<file path="src/rtl/oam_dma_ctrl.sv">
// OAM DMA controller: a CPU write to DMA_REG_ADDR stalls the core and copies
// one 256-byte page of CPU space into PPU OAM as alternating read/write cycles.
module oam_dma_ctrl #(
    parameter logic [15:0] DMA_REG_ADDR = 16'h4014
) (
    input  logic        clk,
    input  logic        reset,
    input  logic        reg_wr,
    input  logic [15:0] reg_addr,
    input  logic [7:0]  reg_data,
    input  logic [7:0]  mem_rd_data,
    output logic [15:0] mem_addr,
    output logic        mem_rd,
    output logic        cpu_stall,
    output logic        oam_dma,
    output logic [7:0]  oam_addr,
    output logic [7:0]  oam_data_in,
    output logic        dma_done,
    output logic [2:0]  state_dbg
);

    typedef enum logic [2:0] {
        IDLE  = 3'd0,
        HALT  = 3'd1,
        ALIGN = 3'd2,
        READ  = 3'd3,
        WRITE = 3'd4
    } state_t;

    state_t     state_q, state_d;
    logic       parity_q, parity_d;
    logic       p_q, p_d;
    logic [7:0] page_q, page_d;
    logic [7:0] idx_q, idx_d;
    logic       done_q, done_d;

    always_comb begin
        state_d     = state_q;
        parity_d    = ~parity_q;
        p_d         = p_q;
        page_d      = page_q;
        idx_d       = idx_q;
        done_d      = 1'b0;
        mem_rd      = 1'b0;
        mem_addr    = 16'h0000;
        oam_dma     = 1'b0;
        oam_addr    = 8'h00;
        oam_data_in = 8'h00;
        cpu_stall   = (state_q != IDLE);

        case (state_q)
            IDLE: begin
                // Writes to the trigger address are only honoured here.
                if (reg_wr && (reg_addr == DMA_REG_ADDR)) begin
                    page_d  = reg_data;
                    p_d     = parity_q;
                    idx_d   = 8'h00;
                    state_d = HALT;
                end
            end
            HALT: begin
                // An odd trigger needs one extra cycle so READ lands on even parity.
                state_d = p_q ? ALIGN : READ;
            end
            ALIGN: begin
                state_d = READ;
            end
            READ: begin
                mem_rd   = 1'b1;
                mem_addr = {page_q, idx_q};
                state_d  = WRITE;
            end
            WRITE: begin
                oam_dma     = 1'b1;
                oam_addr    = idx_q;
                oam_data_in = mem_rd_data;
                if (idx_q == 8'hFF) begin
                    done_d  = 1'b1;
                    state_d = IDLE;
                end else begin
                    idx_d   = idx_q + 8'd1;
                    state_d = READ;
                end
            end
            default: begin
                state_d = IDLE;
            end
        endcase
    end

    always_ff @(posedge clk) begin
        if (!reset) begin
            state_q  <= IDLE;
            parity_q <= 1'b0;
            p_q      <= 1'b0;
            page_q   <= 8'h00;
            idx_q    <= 8'h00;
            done_q   <= 1'b0;
        end else begin
            state_q  <= state_d;
            parity_q <= parity_d;
            p_q      <= p_d;
            page_q   <= page_d;
            idx_q    <= idx_d;
            done_q   <= done_d;
        end
    end

    assign dma_done  = done_q;
    assign state_dbg = state_q;

endmodule

</file>
<file path="config.mk">
export PLATFORM = sky130hd
export DESIGN_NAME = oam_dma_ctrl
export DESIGN_NICKNAME = d
export VERILOG_FILES = /design/src/rtl/oam_dma_ctrl.sv
export SDC_FILE = /design/constraint.sdc
export NUM_CORES = 1
export LEC_CHECK = 0
export BUFFER_PORTS_ARGS = -buffer_cell sky130_fd_sc_hd__buf_2
export CORE_MARGIN = 8
export CORE_UTILIZATION = 43
export DETAILED_ROUTE_END_ITERATION = 10
export GPL_ROUTABILITY_DRIVEN = 0
export GPL_TIMING_DRIVEN = 0
export PLACE_DENSITY = 0.79
export SLEW_MARGIN = 10
export SYNTH_ARGS = -nofsm -noshare
export SYNTH_HDL_FRONTEND = slang
export SYNTH_SLANG_ARGS = --single-unit
</file>
<file path="constraint.sdc">
create_clock -name clk -period 2 [get_ports clk]
set_input_delay 0.3 -clock clk [delete_from_list [all_inputs] [get_ports clk]]
set_output_delay 0.3 -clock clk [all_outputs]
set_load 0.01 [all_outputs]
</file>
Word level (Yosys, flattened, before mapping)
Cells that the tools add are included.
Widths: inputs -> output; s select.

storage, ports and cells
  bits in registers = 22
  input bits = 35
  output and inout bits = 39
  word-level logic and storage cells = 36

operators by class
  add/subtract/negate cells = 1
  equality and inequality tests = 8
  multiplexer cells = 13
  bitwise logic cells = 1
  reductions and logical operators = 7

operators by type and width
  cell                  number
  $mux 8                4
  $eq 16x15->1 const B  1
  $mux 16               1
  $pmux 8 s2            1
  $pmux 3 s5            1
  $add 8x1->8 const B   1
  $eq 8x8->1 const B    1
  $eq 3x2->1 const B    2
  $mux 1                4
  $ne 2x2->1 const B    2
  $reduce_and 2->1      2
  $eq 3x1->1 const B    1
  $eq 3x3->1 const B    1
  $logic_not 3->1       1
  $mux 3                1
  $reduce_and 3->1      1
  $reduce_bool 3->1     1
  $mux 2                1
  $reduce_bool 2->1     1
  $logic_and 1x1->1     1
  $not 1->1             1

Longest topological paths before layout
Gate-level depths: netlist of run 1.

  depth after elaboration = 4
  depth in mapped cells = 8
  depth with buffers taken out = 6

Worst setup path before layout of run 1
No wires, ideal clock.

  kind = register to output
  start point = register state_q[1] (netlist: state_dbg[1])
  end point = output port mem_addr[10]
  data arrival time = 1.321 ns
  required time = 1.700 ns
  setup slack = 0.379 ns
  cell stages (with the launch flop) = 6
  buffers on the path = 2
  cell sequence = dfxtp_1 -> clkbuf_2 -> nand2_1 -> nor2_1 -> clkbuf_1 -> and2_1

on the way
  longest elaborated chain between the ends = 2

ends and longest elaborated chain
  item                    line  RTL
  start, declared         30    state_t state_q, state_d;
  start signal, assigned  100   state_q <= state_d;
  $eq 3x2->1              51    case (state_q)
  $mux 16                 51
  end, declared           12    output logic [15:0] mem_addr,

Every way passes these cells.

Final worst setup path of run 1
  start point = register state_q[1] (netlist: state_dbg[1])
  end point = output port mem_addr[12]

Same word-level chain as after synthesis.

==> results of run 1 <==
## area by class of cell
| type | instances | area [µm²] | share of cell area |
|---|---|---|---|
| Inverter | 3 | 13.76 | 0.007730 |
| Buffer | 13 | 77.57 | 0.04357 |
| Sequential cell | 22 | 441.7 | 0.2481 |
| Tap cell | 33 | 41.29 | 0.02319 |
| Clock buffer | 3 | 22.52 | 0.01265 |
| Multi-Input combinational cell | 125 | 795.8 | 0.4469 |
| Timing Repair Buffer | 76 | 387.9 | 0.2178 |
## kinds of logic (layout without fill, tap and decap cells)
group | Yosys count | count (layout) | share of synthesized area
flip-flops | 22 | 22 | 0.3398
XOR/XNOR | 1 | 1 | 0.006758
buffers and inverters | 16 | 95 | 0.05406
adder cells (fa/ha/maj) | 1 | 1 | 0.009651
AO/OA/AOI/OAI | 43 | 43 | 0.2017
AND/OR/NAND/NOR | 80 | 80 | 0.3880
## metal layers
metal / share of wire / vias up
met4: 0.019 / 0
met3: 0.099 / 8
met1: 0.41 / 708
met5: 0 / -
li1: - / 750
met2: 0.47 / 76
## path summary, 6_finish.rpt
kind,startpoint,end,slack [ns],cells past startpoint
worst max-delay path,state_dbg[1]$_SDFFE_PN0P_,mem_addr[12],0.09,6
worst min-delay path,reg_data[2],page_q[2]$_SDFFE_PN0P_,0.24,3
worst max register to register,state_dbg[0]$_SDFFE_PN0P_,page_q[5]$_SDFFE_PN0P_,0.22,6
worst min register to register,parity_q$_SDFF_PN0_,parity_q$_SDFF_PN0_,0.42,1
## power by group
part,total [mW],internal [mW],switching [mW]
combinational,0.203,0.0876,0.115
clock,0.201,0.0704,0.130
sequential,0.459,0.451,0.00818
total,0.862,0.609,0.253
## state kept, by name (all words and copies together) (netlist names)
signal / cells
p_q: 1
parity_q: 1
state_dbg: 3
idx_q: 8
dma_done: 1
page_q: 8
## cell usage after synthesis (all sizes together)
| cell type | n | area (µm²) |
|---|---|---|
| o2bb2ai | 1 | 8.760 |
| inv | 3 | 11.26 |
| o21ai | 11 | 55.05 |
| ha | 1 | 12.51 |
| xor2 | 1 | 8.760 |
| and4b | 1 | 10.01 |
| or2 | 2 | 12.52 |
| a21o | 2 | 15.01 |
| nand3b | 4 | 30.03 |
| or4 | 2 | 15.01 |
| a211oi | 1 | 7.510 |
| nand2b | 1 | 6.260 |
| buf | 5 | 27.53 |
| dfxtp | 22 | 440.4 |
| nand2 | 7 | 26.28 |
| a21oi | 13 | 68.82 |
| o31ai | 2 | 15.01 |
| nor3 | 4 | 20.02 |
| nand4b | 1 | 8.760 |
| clkbuf | 8 | 31.28 |
| and2 | 33 | 206.5 |
| nor4b | 3 | 38.79 |
| o211ai | 8 | 60.06 |
| nand3 | 5 | 30.03 |
| nand4 | 9 | 56.30 |
| nor2 | 3 | 11.26 |
| or3 | 3 | 18.77 |
| a31oi | 5 | 31.28 |
| nor4 | 2 | 12.51 |
## worst min-delay path, delay by kind of cell
kind                   cells  cell delay [ns]
AO/OA/AOI/OAI              1             0.06
AND/OR/NAND/NOR            1             0.06
buffers and inverters      1             0.09
## what timing repair did
| action | 4_1_cts | 5_1_grt |
|---|---|---|
| pin swaps | 0 | 1 |
| setup endpoints to repair | 24 | 25 |
| gates resized for setup | 7 | 13 |
| buffers inserted | 0 | 3 |
| hold endpoints to repair | 0 | 0 |
## stage by stage
step,util,setup WS (ns),hold slack [ns],power [mW]
floorplan,-,0.3789,0.3922,0.5791
global placement,0.5767,-0.007347,0.3997,0.6577
detailed placement,0.5767,-0.0005655,0.4046,0.6599
CTS,0.5890,0.01876,0.2369,0.8530
global route,0.6030,0.01598,0.2312,0.9030
finish,0.6030,0.08871,0.2384,0.8619
==> impl_metrics.env, run 1 <==
export IMPL_track_usage=0.1540
export IMPL_final_common_cell="buf_2"
export IMPL_antenna_left=0
export IMPL_initial_core_util=0.4390
export IMPL_grt_setup_unrepaired="no"
export IMPL_p_per_area_nw_per_um2=484.1
export IMPL_final_cell_mix="buf_2 (77), and2_1 (33), dfxtp_1 (21)"
export IMPL_coreArea_um2=2953
export IMPL_netlist_instances=163
export IMPL_hold_viol_final=0
export IMPL_finalNonFillerCells=275
export IMPL_cp_top_family="buffers and inverters"
export IMPL_grt_met2_usage=0.2513
export IMPL_relSlewSlack=0.6590
export IMPL_outcome="complete, no violations"
export IMPL_avgSynthCellArea_um2=7.952
export IMPL_p_leak_nw=0.8303
export IMPL_cts_root_buf="clkbuf_4"
export IMPL_grt_max_degree=12
export IMPL_post_route_min_period_ns=1.911
export IMPL_area_growth_pct=37.36
export IMPL_postCtsHoldBufs=0
export IMPL_end_kind="primary output"
export IMPL_crit_type="reg2out"
export IMPL_slowest_delay_ns=0.36
export IMPL_die_area_um2=5028
export IMPL_ys_seq_area_frac=0.3398
export IMPL_cp_required_ns=1.70
export IMPL_final_layout_size_suffix_gt1_frac=0.4050
export IMPL_crit_chain="clkbuf_4, nand2_1, nor2_4, buf_6, and2_1, buf_2"
export IMPL_cts_sinks=22
export IMPL_skew_ns=0.004239
export IMPL_grt_util_met1=0.1782
export IMPL_htreeDepth=1
export IMPL_place_hpwl_um=2994
export IMPL_tightestPinTransition_ns=0.5115
export IMPL_syn_area_um2=1296
export IMPL_synth_fp_nets=199
export IMPL_grt_ovfl_total=0
export IMPL_drt_iter0_drc=31
export IMPL_top_usage_layer="met2"
export IMPL_placedInstanceArea_um2=1703
export IMPL_ys_types=35
export IMPL_hold_class="in2reg"
export IMPL_fin_area_um2=1780
export IMPL_yosysWarnings=0
export IMPL_vias=1542
export IMPL_cts_tree="done"
export IMPL_dp_cells=269
export IMPL_numCtsBuffers=3
export IMPL_insertedDiodeCount=0
export IMPL_slew_violations=0
export IMPL_clk_latency_ns=0.31
export IMPL_num_fill_cells=289
export IMPL_clk_path_buf_depth=2
export IMPL_grt_pass1_wl_um=6534
export IMPL_worst_path_buf_inv=3
export IMPL_io_buffers=73
export IMPL_boundaryPins=74
export IMPL_antenna_found_initial=0
export IMPL_drv_cap=0
export IMPL_first_pass_iters=4
export IMPL_ys_ff_latch=22
export IMPL_floorplan_rows=20
export IMPL_remaining_drc_errors=0
export IMPL_fin_setup_tns_ns=0
export IMPL_vias_per_cell=5.607
export IMPL_ir_drop_mv=0.2918
export IMPL_die_w_um=70.91
export IMPL_use_met3=0.04661
export IMPL_cp_start_kind="flop"
export IMPL_clk_pin_slew_worst_paths_ns=0.12
export IMPL_grt_pass1_vias=1416
export IMPL_wl_um=3976
export IMPL_period_share=0.9556
export IMPL_cp_arrival_ns=1.61
export IMPL_crit_fanout=10
export IMPL_fmax_mhz=523.2
export IMPL_wl_per_cell_um=14.46
export IMPL_slowest_stage="dfxtp_1"
export IMPL_nets=280
export IMPL_finalSetupViolCount=0
export IMPL_dieHeight_um=70.91
Power figures use the tool's default switching activity.
==> run 2: changes to the inputs <==
==> constraint.sdc (replaced) <==
create_clock -name clk -period 1.95 [get_ports clk]
set_input_delay 0.2925 -clock clk [delete_from_list [all_inputs] [get_ports clk]]
set_output_delay 0.2925 -clock clk [all_outputs]
set_load 0.01 [all_outputs]
==> run 2 against run 1 <==
  * Clock power is 2% higher
  * Sequential power increased by 3%
  * Clock skew increased by 0.00090 ns
  * Hold slack worse by 0.0080 ns
  * Final cell count increased by 1.5%
  * First-iteration DRC count grew 81%
  * Sequential share of layout area decreased by 0.72 points
  * Critical endpoint is now mem_addr[14]
  * Largest power group unchanged
==> impl_metrics.env, run 2 (synthesis results as in run 1) <==
export IMPL_finalNonFillerCells=279
export IMPL_cp_top_family="buffers and inverters"
export IMPL_tightestPinTransition_ns=0.5317
export IMPL_final_cell_mix="buf_2 (76), and2_1 (33), dfxtp_1 (19)"
export IMPL_p_int_uw=634.7
export IMPL_skew_ns=0.005142
export IMPL_track_usage=0.1546
export IMPL_floorplan_rows=20
export IMPL_slowest_stage="dfxtp_2"
export IMPL_dieHeight_um=70.91
export IMPL_worstRegToRegCells=6
export IMPL_cts_tree="done"
export IMPL_clk_path_buf_depth=2
export IMPL_area_growth_pct=42.28
export IMPL_cp_required_ns=1.66
export IMPL_final_layout_size_suffix_gt1_frac=0.4309
export IMPL_clk_pin_slew_worst_paths_ns=0.11
export IMPL_finalSetupViolCount=0
export IMPL_htreeDepth=1
export IMPL_fmax_mhz=533.8
export IMPL_p_leak_nw=0.8614
export IMPL_remaining_drc_errors=0
export IMPL_die_w_um=70.91
export IMPL_drv_cap=0
export IMPL_power_frac_seq=0.526
export IMPL_vias=1565
export IMPL_crit_chain="clkbuf_4, nand2_2, nor2_4, clkbuf_16, and2_1, buf_2"
export IMPL_grt_max_degree=12
export IMPL_grt_ovfl_total=0
export IMPL_io_buffers=73
export IMPL_power_total_uw=900.3
export IMPL_p_comb_frac=0.247
export IMPL_crit_type="reg2out"
export IMPL_crit_fanout=7
export IMPL_slowest_delay_ns=0.35
export IMPL_boundaryPins=74
export IMPL_post_route_min_period_ns=1.873
export IMPL_cp_start_kind="flop"
export IMPL_coreArea_um2=2953
export IMPL_hold_class="in2reg"
export IMPL_place_hpwl_um=2994
export IMPL_antenna_found_initial=0
export IMPL_place_ws_ns=-0.04307
export IMPL_hold_viol_final=0
export IMPL_clk_latency_ns=0.31
export IMPL_fin_ws_ns=0.07654
export IMPL_first_pass_iters=4
export IMPL_dp_cells=269
export IMPL_worstSetupStartpoint="state_dbg[0]$_SDFFE_PN0P_"
export IMPL_cp_endpoint="mem_addr[14]"
export IMPL_initial_core_util=0.4390
export IMPL_postCtsHoldBufs=0
export IMPL_min_delay_start="reg_data[5]"
export IMPL_cp_arrival_ns=1.58
export IMPL_cts_root_buf="clkbuf_4"
export IMPL_end_kind="primary output"
export IMPL_antenna_left=0
export IMPL_insertedDiodeCount=0
export IMPL_wl_um=4060
export IMPL_worst_path_stages=6
export IMPL_final_common_cell="buf_2"
export IMPL_worst_path_buf_inv=3
export IMPL_r2r_start="state_dbg[0]$_SDFFE_PN0P_"
export IMPL_grt_pass1_wl_um=6534
export IMPL_vias_per_cell=5.609
export IMPL_ff2ff_setup_slack_ns=0.22
export IMPL_die_area_um2=5028
export IMPL_wl_per_cell_um=14.55
export IMPL_cts_sinks=22
export IMPL_numCtsBuffers=3
export IMPL_slew_violations=0
export IMPL_placedInstanceArea_um2=1703
export IMPL_final_util=0.6246
export IMPL_period_share=0.9607
export IMPL_outcome="complete, no violations"
export IMPL_ir_drop_mv=0.3132
export IMPL_reg2reg_to="page_q[6]$_SDFFE_PN0P_"
export IMPL_grt_pass1_vias=1411
export IMPL_relSlewSlack=0.6455
export IMPL_fin_area_um2=1844
export IMPL_p_per_area_nw_per_um2=488.2
export IMPL_sw_frac_of_total=0.2950
export IMPL_nets=284
export IMPL_drt_iter0_drc=56
export IMPL_p_clk_frac=0.227
export IMPL_switchingPower_uw=265.6
run 2: worst min-delay path by stage:
stage / endpoint / slack [ns] / depth (start not counted)
floorplan: parity_q$_SDFF_PN0_ / 0.39 / 1
global placement: parity_q$_SDFF_PN0_ / 0.40 / 1
detailed placement: parity_q$_SDFF_PN0_ / 0.40 / 1
CTS: page_q[5]$_SDFFE_PN0P_ / 0.23 / 3
global route: page_q[1]$_SDFFE_PN0P_ / 0.22 / 3
finish: page_q[5]$_SDFFE_PN0P_ / 0.23 / 3
run 2: per-layer routing:
layer | up-vias | share of wire | GRT usage
li1 | 763 | - | -
met1 | 727 | 0.42 | 0.1790
met2 | 68 | 0.47 | 0.2523
met3 | 7 | 0.088 | 0.04661
met4 | 0 | 0.018 | 0.07621
met5 | - | 0 | 0
run 2: worst min-delay path, cell delays in order:
cell,delay (ns)
buf_2,0.10
nand4_1,0.05
a21oi_1,0.05
run 2: timing repair:
action | CTS | global route
setup buffers | 0 | 6
gates cloned | 0 | 1
pin swaps | 0 | 1
endpoints found under the setup margin | 25 | 27
gates resized for setup | 9 | 18
run 2: final cells by class:
cell class,count,area [µm²]
Fill cell,282,1109
Buffer,13,83.83
Inverter,3,13.76
Timing Repair Buffer,80,435.4
Tap cell,33,41.29
Clock buffer,3,22.52
Multi-Input combinational cell,125,803.3
Sequential cell,22,444.2
run 2: per-stage QoR:
step	TNS, ns	hold slack (ns)
finish	0	0.2304
global route	-0.01589	0.2237
CTS	0	0.2294
detailed placement	-0.2155	0.4046
global placement	-0.3218	0.3997
floorplan	0	0.3922
run 2: power by group through the flow:
stage / clock [mW] / combinational, mW / sequential [mW]
after detailed placement: 0 / 0.196 / 0.480
after CTS: 0.207 / 0.198 / 0.470
final: 0.205 / 0.222 / 0.473
after global routing: 0.225 / 0.245 / 0.475
after global placement: 0 / 0.194 / 0.480
after floorplan: 0 / 0.110 / 0.484
